### config.mk
export PLATFORM = sky130hd
export DESIGN_NAME = alu_arbiter_flat
export DESIGN_NICKNAME = d
export VERILOG_FILES = /design/src/rtl/alu_arbiter_pkg.sv /design/src/rtl/alu_arbiter_if.sv /design/src/rtl/alu_arbiter_rr_arbiter2.sv /design/src/rtl/alu_arbiter.sv /design/src/flat_wrapper.sv
export SDC_FILE = /design/constraint.sdc
export NUM_CORES = 1
export LEC_CHECK = 0
export BUFFER_PORTS_ARGS = -buffer_cell sky130_fd_sc_hd__clkbuf_2
export CAP_MARGIN = 15
export CORE_ASPECT_RATIO = 1.75
export CORE_MARGIN = 5
export CORE_UTILIZATION = 35
export DETAILED_ROUTE_END_ITERATION = 10
export PLACE_DENSITY = 0.7
export SYNTH_ARGS = -nofsm -noshare
export SYNTH_HDL_FRONTEND = slang
export SYNTH_SLANG_ARGS = --single-unit
### constraint.sdc
create_clock -name clk -period 1.34 [get_ports clk]
set_input_delay 0.134 -clock clk [delete_from_list [all_inputs] [get_ports clk]]
set_output_delay 0.134 -clock clk [all_outputs]
set_load 0.02 [all_outputs]
### src/rtl/alu_arbiter_pkg.sv
// alu_arbiter_pkg
// Shared constants and types for the two-port ALU arbiter:
//   DATA_W  - operand/result width
//   OP_W    - opcode width
//   OP_NOP  - opcode presented to the EXE stage when no operation is running
//   state_t - arbiter FSM state encoding
package alu_arbiter_pkg;

    localparam int DATA_W = 8;
    localparam int OP_W   = 4;

    localparam logic [OP_W-1:0] OP_NOP = 4'd0;

    typedef enum logic [1:0] {
        ST_IDLE = 2'd0,
        ST_EXEC = 2'd1,
        ST_DONE = 2'd2
    } state_t;

endpackage

### src/rtl/alu_arbiter_if.sv
// alu_arbiter_if
// Bundles the requester handshake and the EXE-stage bus of alu_arbiter.
//   slave  - the arbiter side: requests, operands and EXE results in;
//            grants, done pulses, captured result/flags and EXE drive out
//   master - the environment side (requesters plus EXE stage)
interface alu_arbiter_if;

    logic                               req0, req1;
    logic [alu_arbiter_pkg::OP_W-1:0]   op0, op1;
    logic [alu_arbiter_pkg::DATA_W-1:0] a0, b0, a1, b1;
    logic                               gnt0, gnt1;
    logic                               done0, done1;
    logic [alu_arbiter_pkg::DATA_W-1:0] res;
    logic                               fn, fz;
    logic [alu_arbiter_pkg::DATA_W-1:0] Ira, Irb;
    logic [alu_arbiter_pkg::OP_W-1:0]   OPALU;
    logic                               NFCR, ZFCR;
    logic [alu_arbiter_pkg::DATA_W-1:0] OALUD;
    logic                               IFgn, IFgz;

    modport slave (
        input  req0, req1, op0, op1, a0, b0, a1, b1, OALUD, IFgn, IFgz,
        output gnt0, gnt1, done0, done1, res, fn, fz, Ira, Irb, OPALU, NFCR, ZFCR
    );

    modport master (
        output req0, req1, op0, op1, a0, b0, a1, b1, OALUD, IFgn, IFgz,
        input  gnt0, gnt1, done0, done1, res, fn, fz, Ira, Irb, OPALU, NFCR, ZFCR
    );

endinterface

### src/rtl/alu_arbiter_rr_arbiter2.sv
// rr_arbiter2
// Two-way round-robin pick, purely combinational.
//   req0, req1 - requests
//   last       - port granted most recently
//   winner     - selected port (only meaningful when req0|req1)
// A lone requester always wins; on a tie the port other than 'last' wins.
module rr_arbiter2 (
    input  logic req0,
    input  logic req1,
    input  logic last,
    output logic winner
);

    assign winner = req1 & (~req0 | ~last);

endmodule

### src/rtl/alu_arbiter.sv
// alu_arbiter
// Shares one EXE stage between two requesters. A request is accepted in IDLE,
// its opcode/operands are latched and driven to the EXE stage for EXE_LAT
// cycles, the EXE result/flags are captured on entry to DONE and a one-cycle
// done pulse is returned to the granted port.
// Ports:
//   clk - rising-edge clock
//   rst - asynchronous active-low reset
//   bus - alu_arbiter_if.slave (requester handshake + EXE stage bus)
module alu_arbiter
    import alu_arbiter_pkg::*;
#(
    parameter int EXE_LAT = 1   // legal 1..3
) (
    input  logic               clk,
    input  logic               rst,
    alu_arbiter_if.slave       bus
);

    // Counter starts at EXE_LAT-1 so EXEC lasts exactly EXE_LAT cycles.
    localparam logic [1:0] CNT_INIT = 2'(EXE_LAT - 1);

    state_t              state_q, state_d;
    logic                win_q;     // port owning the operation in flight
    logic                last_q;    // last accepted port, for round robin
    logic [OP_W-1:0]     op_q;
    logic [DATA_W-1:0]   a_q, b_q;
    logic [1:0]          cnt_q;
    logic [DATA_W-1:0]   res_q;
    logic                fn_q, fz_q;

    logic                winner;
    logic                accept;
    logic                capture;

    rr_arbiter2 u_rr (
        .req0   (bus.req0),
        .req1   (bus.req1),
        .last   (last_q),
        .winner (winner)
    );

    // Next state and all outputs; everything is decoded from registered
    // state, so reset forces every output low immediately.
    always_comb begin
        state_d   = state_q;
        accept    = 1'b0;
        capture   = 1'b0;
        bus.gnt0  = 1'b0;
        bus.gnt1  = 1'b0;
        bus.done0 = 1'b0;
        bus.done1 = 1'b0;
        bus.Ira   = '0;
        bus.Irb   = '0;
        bus.OPALU = OP_NOP;
        bus.NFCR  = 1'b0;
        bus.ZFCR  = 1'b0;

        case (state_q)
            ST_IDLE: begin
                if (bus.req0 || bus.req1) begin
                    accept  = 1'b1;
                    state_d = ST_EXEC;
                end
            end
            ST_EXEC: begin
                bus.Ira   = a_q;
                bus.Irb   = b_q;
                bus.OPALU = op_q;
                bus.NFCR  = 1'b1;
                bus.ZFCR  = 1'b1;
                if (cnt_q == 2'd0) begin
                    capture = 1'b1;
                    state_d = ST_DONE;
                end
            end
            ST_DONE: begin
                bus.done0 = ~win_q;
                bus.done1 = win_q;
                state_d   = ST_IDLE;
            end
            default: state_d = ST_IDLE;
        endcase

        if (state_q == ST_EXEC || state_q == ST_DONE) begin
            bus.gnt0 = ~win_q;
            bus.gnt1 = win_q;
        end
    end

    assign bus.res = res_q;
    assign bus.fn  = fn_q;
    assign bus.fz  = fz_q;

    always_ff @(posedge clk or negedge rst) begin
        if (!rst) begin
            state_q <= ST_IDLE;
            win_q   <= 1'b0;
            last_q  <= 1'b1;    // port 0 wins the first tie
            op_q    <= OP_NOP;
            a_q     <= '0;
            b_q     <= '0;
            cnt_q   <= 2'd0;
            res_q   <= '0;
            fn_q    <= 1'b0;
            fz_q    <= 1'b0;
        end else begin
            state_q <= state_d;
            if (accept) begin
                win_q  <= winner;
                last_q <= winner;
                op_q   <= winner ? bus.op1 : bus.op0;
                a_q    <= winner ? bus.a1  : bus.a0;
                b_q    <= winner ? bus.b1  : bus.b0;
                cnt_q  <= CNT_INIT;
            end else if (state_q == ST_EXEC && cnt_q != 2'd0) begin
                cnt_q <= cnt_q - 2'd1;
            end
            if (capture) begin
                res_q <= bus.OALUD;
                fn_q  <= bus.IFgn;
                fz_q  <= bus.IFgz;
            end
        end
    end

endmodule

### src/flat_wrapper.sv
// flat-port wrapper written by rule: the top's interface ports become plain ports
module alu_arbiter_flat import alu_arbiter_pkg::*;
#(
    parameter int EXE_LAT = 1                
)
  (clk, rst, bus_req0, bus_req1, bus_op0, bus_op1, bus_a0, bus_b0, bus_a1, bus_b1, bus_OALUD, bus_IFgn, bus_IFgz, bus_gnt0, bus_gnt1, bus_done0, bus_done1, bus_res, bus_fn, bus_fz, bus_Ira, bus_Irb, bus_OPALU, bus_NFCR, bus_ZFCR);
  alu_arbiter_if bus_i ();
  input  logic clk;
  input  logic rst;
  input wire logic [$bits(bus_i.req0)-1:0] bus_req0;
  input wire logic [$bits(bus_i.req1)-1:0] bus_req1;
  input wire logic [$bits(bus_i.op0)-1:0] bus_op0;
  input wire logic [$bits(bus_i.op1)-1:0] bus_op1;
  input wire logic [$bits(bus_i.a0)-1:0] bus_a0;
  input wire logic [$bits(bus_i.b0)-1:0] bus_b0;
  input wire logic [$bits(bus_i.a1)-1:0] bus_a1;
  input wire logic [$bits(bus_i.b1)-1:0] bus_b1;
  input wire logic [$bits(bus_i.OALUD)-1:0] bus_OALUD;
  input wire logic [$bits(bus_i.IFgn)-1:0] bus_IFgn;
  input wire logic [$bits(bus_i.IFgz)-1:0] bus_IFgz;
  output wire logic [$bits(bus_i.gnt0)-1:0] bus_gnt0;
  output wire logic [$bits(bus_i.gnt1)-1:0] bus_gnt1;
  output wire logic [$bits(bus_i.done0)-1:0] bus_done0;
  output wire logic [$bits(bus_i.done1)-1:0] bus_done1;
  output wire logic [$bits(bus_i.res)-1:0] bus_res;
  output wire logic [$bits(bus_i.fn)-1:0] bus_fn;
  output wire logic [$bits(bus_i.fz)-1:0] bus_fz;
  output wire logic [$bits(bus_i.Ira)-1:0] bus_Ira;
  output wire logic [$bits(bus_i.Irb)-1:0] bus_Irb;
  output wire logic [$bits(bus_i.OPALU)-1:0] bus_OPALU;
  output wire logic [$bits(bus_i.NFCR)-1:0] bus_NFCR;
  output wire logic [$bits(bus_i.ZFCR)-1:0] bus_ZFCR;
  assign bus_i.req0 = bus_req0;
  assign bus_i.req1 = bus_req1;
  assign bus_i.op0 = bus_op0;
  assign bus_i.op1 = bus_op1;
  assign bus_i.a0 = bus_a0;
  assign bus_i.b0 = bus_b0;
  assign bus_i.a1 = bus_a1;
  assign bus_i.b1 = bus_b1;
  assign bus_i.OALUD = bus_OALUD;
  assign bus_i.IFgn = bus_IFgn;
  assign bus_i.IFgz = bus_IFgz;
  assign bus_gnt0 = bus_i.gnt0;
  assign bus_gnt1 = bus_i.gnt1;
  assign bus_done0 = bus_i.done0;
  assign bus_done1 = bus_i.done1;
  assign bus_res = bus_i.res;
  assign bus_fn = bus_i.fn;
  assign bus_fz = bus_i.fz;
  assign bus_Ira = bus_i.Ira;
  assign bus_Irb = bus_i.Irb;
  assign bus_OPALU = bus_i.OPALU;
  assign bus_NFCR = bus_i.NFCR;
  assign bus_ZFCR = bus_i.ZFCR;
  alu_arbiter #(.EXE_LAT(EXE_LAT)) u_core (.clk(clk), .rst(rst), .bus(bus_i));
endmodule
# Yosys cells after proc, flatten, opt, wreduce, memory -nomap -nowiden
# Index checks and enable logic that the tools add are counted.
# word_totals
ff_bits	36
# classes
add_sub_neg	1
n_eq_ne	4
muxes	20
bitwise_logic	5
n_reduce_logical	8
# ops
operator	n
2-to-1 mux 8 bit	4
2-to-1 mux 1 bit	9
2-to-1 mux 2 bit	4
2-to-1 mux 4 bit	2
logical NOT 2 bit	2
!= test 2 x 1 -> 1 bit, second input constant	2
one-hot mux 2 bit (2 select lines)	1
nonzero test 2 bit	2
NOT 1 bit	3
equality test 2 x 1 -> 1 bit, second input constant	1
equality test 2 bit, second input constant	1
logical OR 1 bit	2
AND reduction 2 bit	1
subtractor 2 x 1 -> 2 bit, second input constant	1
AND 1 bit	1
logical AND 1 bit	1
OR 1 bit	1

# Longest topological paths before layout
# depth
ltp_word	4
mapped_depth	6

# Hierarchy
# Synthesis repeated with hierarchy kept, for this count alone.
# hier_totals
hier_cells	168
area_unflattened_um2	1814.2
# by_module_without_submodules
module	instances	cells_per_inst	area_per_inst_um2
alu_arbiter	1	167	1803.0
rr_arbiter2	1	1	11.3

# Worst setup path before layout
# OpenSTA, ideal clock, no wires.
# synth_path
path_type	register to register
from	reg u_core.state_q[1]
to	reg u_core.state_q[1]
setup_ps	125
arrival_time_ps	1279
required_ps	1215
slack_ps	-64
stages_incl_launch_ff	6
period_less_slack_ps	1404
cell_sequence	dfrtp_1 inv_1 ha_1 and2b_1 a21oi_1 mux2_2
# synth_between
elab_chain_len	3
word_cells_on_any_way	6
classes_between	eq/ne (3); mux (1); reduce/logical (2)
# synth_lines
element	line	rtl
start, declared	alu_arbiter.sv:23	state_t state_q, state_d;
start signal, assigned	alu_arbiter.sv:108	state_q <= state_d;
equality test 2 x 1 -> 1 bit or logical NOT 2 bit (tied branches)	alu_arbiter.sv:59	case (state_q)
!= test 2 x 1 -> 1 bit (no line)	--	
AND reduction 2 bit (no line)	--	
# Parallel ways exist; a longest one is shown, timed or not.
# A chain may end at the register's enable or synchronous reset.

# Worst setup path in the final report
# Same ends and word-level chain as after synthesis.

==> flow_metrics.tcl <==
set metrics [dict create \
    hp-class "in2reg" \
    violations "negative setup slack" \
    cts_buffers 5 \
    clk_path_buf_depth 2 \
    ys_ff_latch 36 \
    tightest_slew_ns 0.577 \
    slew_viol_final 0 \
    status "finished with violations" \
    dpl_cell_area_mm2 0.00262 \
    drive_above_1_share 0.677 \
    crit_type "reg2reg" \
    antennaDiodeCount 0 \
    crit_required_ns 1.51 \
    netlist_instances 188 \
    dieWidth_um 66.3 \
    htree_levels 2 \
    wl_per_cell_um 14.7 \
    via_per_inst 4.61 \
    first_global_vias 1827 \
    syn_area_per_cell_um2 10.3 \
    critical-path-top-delay-family "flip-flops" \
    io_buffers 89 \
    final_cell_mix "64 x clkbuf_2, 39 x a21oi_2, 34 x dfrtp_1, 23 x nor2_1, 20 x nand2_1" \
    ys_warn_count 0 \
    nets 355 \
    worstPathCellList "inv_2, ha_4, buf_4, and2b_2, a21oi_2, mux2_4" \
    drt_iter0_markers 40 \
    skew_ns 0.00622 \
    ys_seq_area_frac 0.465 \
    ios 90 \
    synth_mux_area_frac 0.0638 \
    core_mm2 0.00550 \
    drc 0 \
    syn2layout_area_growth_pct 62.3 \
    leakage_nw 1.49 \
    path_clk_slew_ns 0.08 \
    finalSetupViolations 61 \
    post-route-cell-area_mm2 0.00315 \
    hold_viol_final 0 \
    row_count 36 \
    grt_usage 0.160 \
    antenna_found_initial 0 \
    grt_pass1_wl_um 8650 \
    rsz0062_at_grt "true" \
    synth_fa_ha_area_frac 0.0322 \
    die_h_um 109 \
    cts.sinks 36 \
    slowest_stage "dfrtp_1" \
    synth_nets 247 \
    critPathLaunchType "flop" \
    root_buffer "clkbuf_8" \
    dieArea_mm2 0.00719 \
    crit_buf_inv 2 \
    final_common_cell "clkbuf_2" \
    tritoncts "done" \
    grt_max_degree 22 \
    start_util 0.353 \
    synth_top_family_by_area "compound AO/OA/AOI/OAI gates" \
    crit_path_max_fanout 3 \
    drt_pass1_iterations 2 \
    ys_types 25 \
    fin_ws_ns -0.203 \
    fmax_mhz 648 \
    end_kind "flop" \
    max_stage_delay_ns 0.39 \
    synth_area_mm2 0.00194 \
    p_per_area_mw_per_mm2 2520 \
    vias 1718 \
    drv_cap 0 \
    ant_nets 0 \
    yosys.area_share.simple 0.166 \
    ir_worst_vdd_v 0.00123 \
    clock_latency_ns 0.28 \
    critPathArrivalTime_ns 1.72 \
    totalWireLength_um 5490 \
    synth_xor_area_frac 0.00451 \
    post-route-period-util 1.15 \
    gp_congestion 0.716 \
    period_needed_ns 1.54 \
    synth_compound_area_frac 0.223 \
    grt_overflow 0 \
    setup-tns-final_ns -7.44 \
    slew_headroom 0.614 \
    dp_hpwl_um 3960 \
]
[worst reg2reg max path, cell delays in order (launching register included)]
cell and delay (ns):
dfrtp_1 0.39, inv_2 0.08, ha_4 0.18, buf_4 0.14, and2b_2 0.21, a21oi_2 0.12, mux2_4 0.31
[state kept, by name, summed over array words and instances (netlist names)]
register,flops
u_core.op_q,4
u_core.bus.fn,1
u_core.bus.fz,1
u_core.cnt_q,2
u_core.state_q,2
u_core.a_q,8
u_core.win_q,1
u_core.bus.res,8
u_core.b_q,8
u_core.last_q,1
[synth_stat cells]
master / n / area, um2
and2_1: 22 / 138
buf_4: 3 / 22.5
dfrtp_1: 35 / 876
nand2_1: 21 / 78.8
nor2b_1: 2 / 12.5
xnor2_1: 1 / 8.76
clkbuf_1: 2 / 7.51
nor2_1: 23 / 86.3
a22o_1: 1 / 8.76
a21oi_1: 4 / 20.0
a21oi_2: 38 / 333
a21boi_4: 1 / 18.8
o21ai_0: 1 / 5.00
a21bo_2: 1 / 10.0
a31oi_1: 1 / 6.26
o21a_1: 2 / 15.0
buf_6: 2 / 22.5
mux2_2: 11 / 124
inv_1: 4 / 15.0
ha_1: 5 / 62.6
a211oi_1: 1 / 7.51
buf_2: 4 / 20.0
o21ai_2: 1 / 8.76
and2b_1: 1 / 7.51
dfstp_2: 1 / 26.3
[kinds of logic after synthesis]
logic type | after synthesis
flops | 36
fa+ha+maj | 5
simple gates | 69
buf+inv | 15
mux | 11
xor+xnor | 1
compound gates | 51
[area by class of cell]
| cell class | instances | area, um2 |
|---|---|---|
| Fill cell | 529 | 2350 |
| Clock inverter | 2 | 35.0 |
| Inverter | 4 | 15.0 |
| Tap cell | 76 | 95.1 |
| Clock buffer | 6 | 72.6 |
| Sequential cell | 36 | 903 |
| Timing Repair Buffer | 111 | 930 |
| Multi-Input combinational cell | 138 | 1100 |
[per-stage QoR]
step	util	setup WS, ns	hold slack [ns]	instances	power (mW)
2_1_floorplan	-	-0.0202	-0.162	188	4.43
3_3_place_gp	0.477	-0.156	0.0988	360	5.70
3_5_place_dp	0.477	-0.188	0.101	360	5.81
4_1_cts	0.556	-0.193	0.0591	372	7.66
5_1_grt	0.573	-0.265	0.0533	373	8.45
6_report	0.573	-0.203	0.0685	373	7.94
[power by group]
part	switching (mW)	internal, mW	total [mW]
logic	2.38	2.66	5.04
clock network	0.377	0.552	0.929
registers	0.328	1.64	1.97
total	3.09	4.85	7.94
[routing by layer]
metal,share of wire,vias to the layer above,track usage
met5,0,-,0
met4,0.012,0,0.0494
met3,0.064,6,0.0478
met2,0.57,65,0.303
met1,0.35,806,0.161
li1,-,841,-
[final timing paths]
path,start,to,slack [ns],depth (start not counted)
max in group asynchronous,rst,u_core.b_q[0],0.53,3
hold reg to reg,u_core.bus.fn,u_core.bus.fn,0.50,1
min in group asynchronous,rst,u_core.state_q[1],0.33,2
hold / removal,bus_b0[7],u_core.b_q[7],0.07,3
setup / recovery,u_core.state_q[1],u_core.state_q[1],-0.20,6
setup reg to reg,u_core.state_q[1],u_core.state_q[1],-0.20,6
[timing repair]
| item | CTS | global route |
|---|---|---|
| gates cloned | 2 | 0 |
| hold buffers | 1 | 0 |
| pin swaps | 3 | 1 |
| setup buffers | 1 | 1 |
| endpoints found under the setup margin | 59 | 61 |
| hold endpoints to repair | 14 | 0 |
| gates resized for setup | 67 | 41 |
Power figures use the tool's default switching activity.
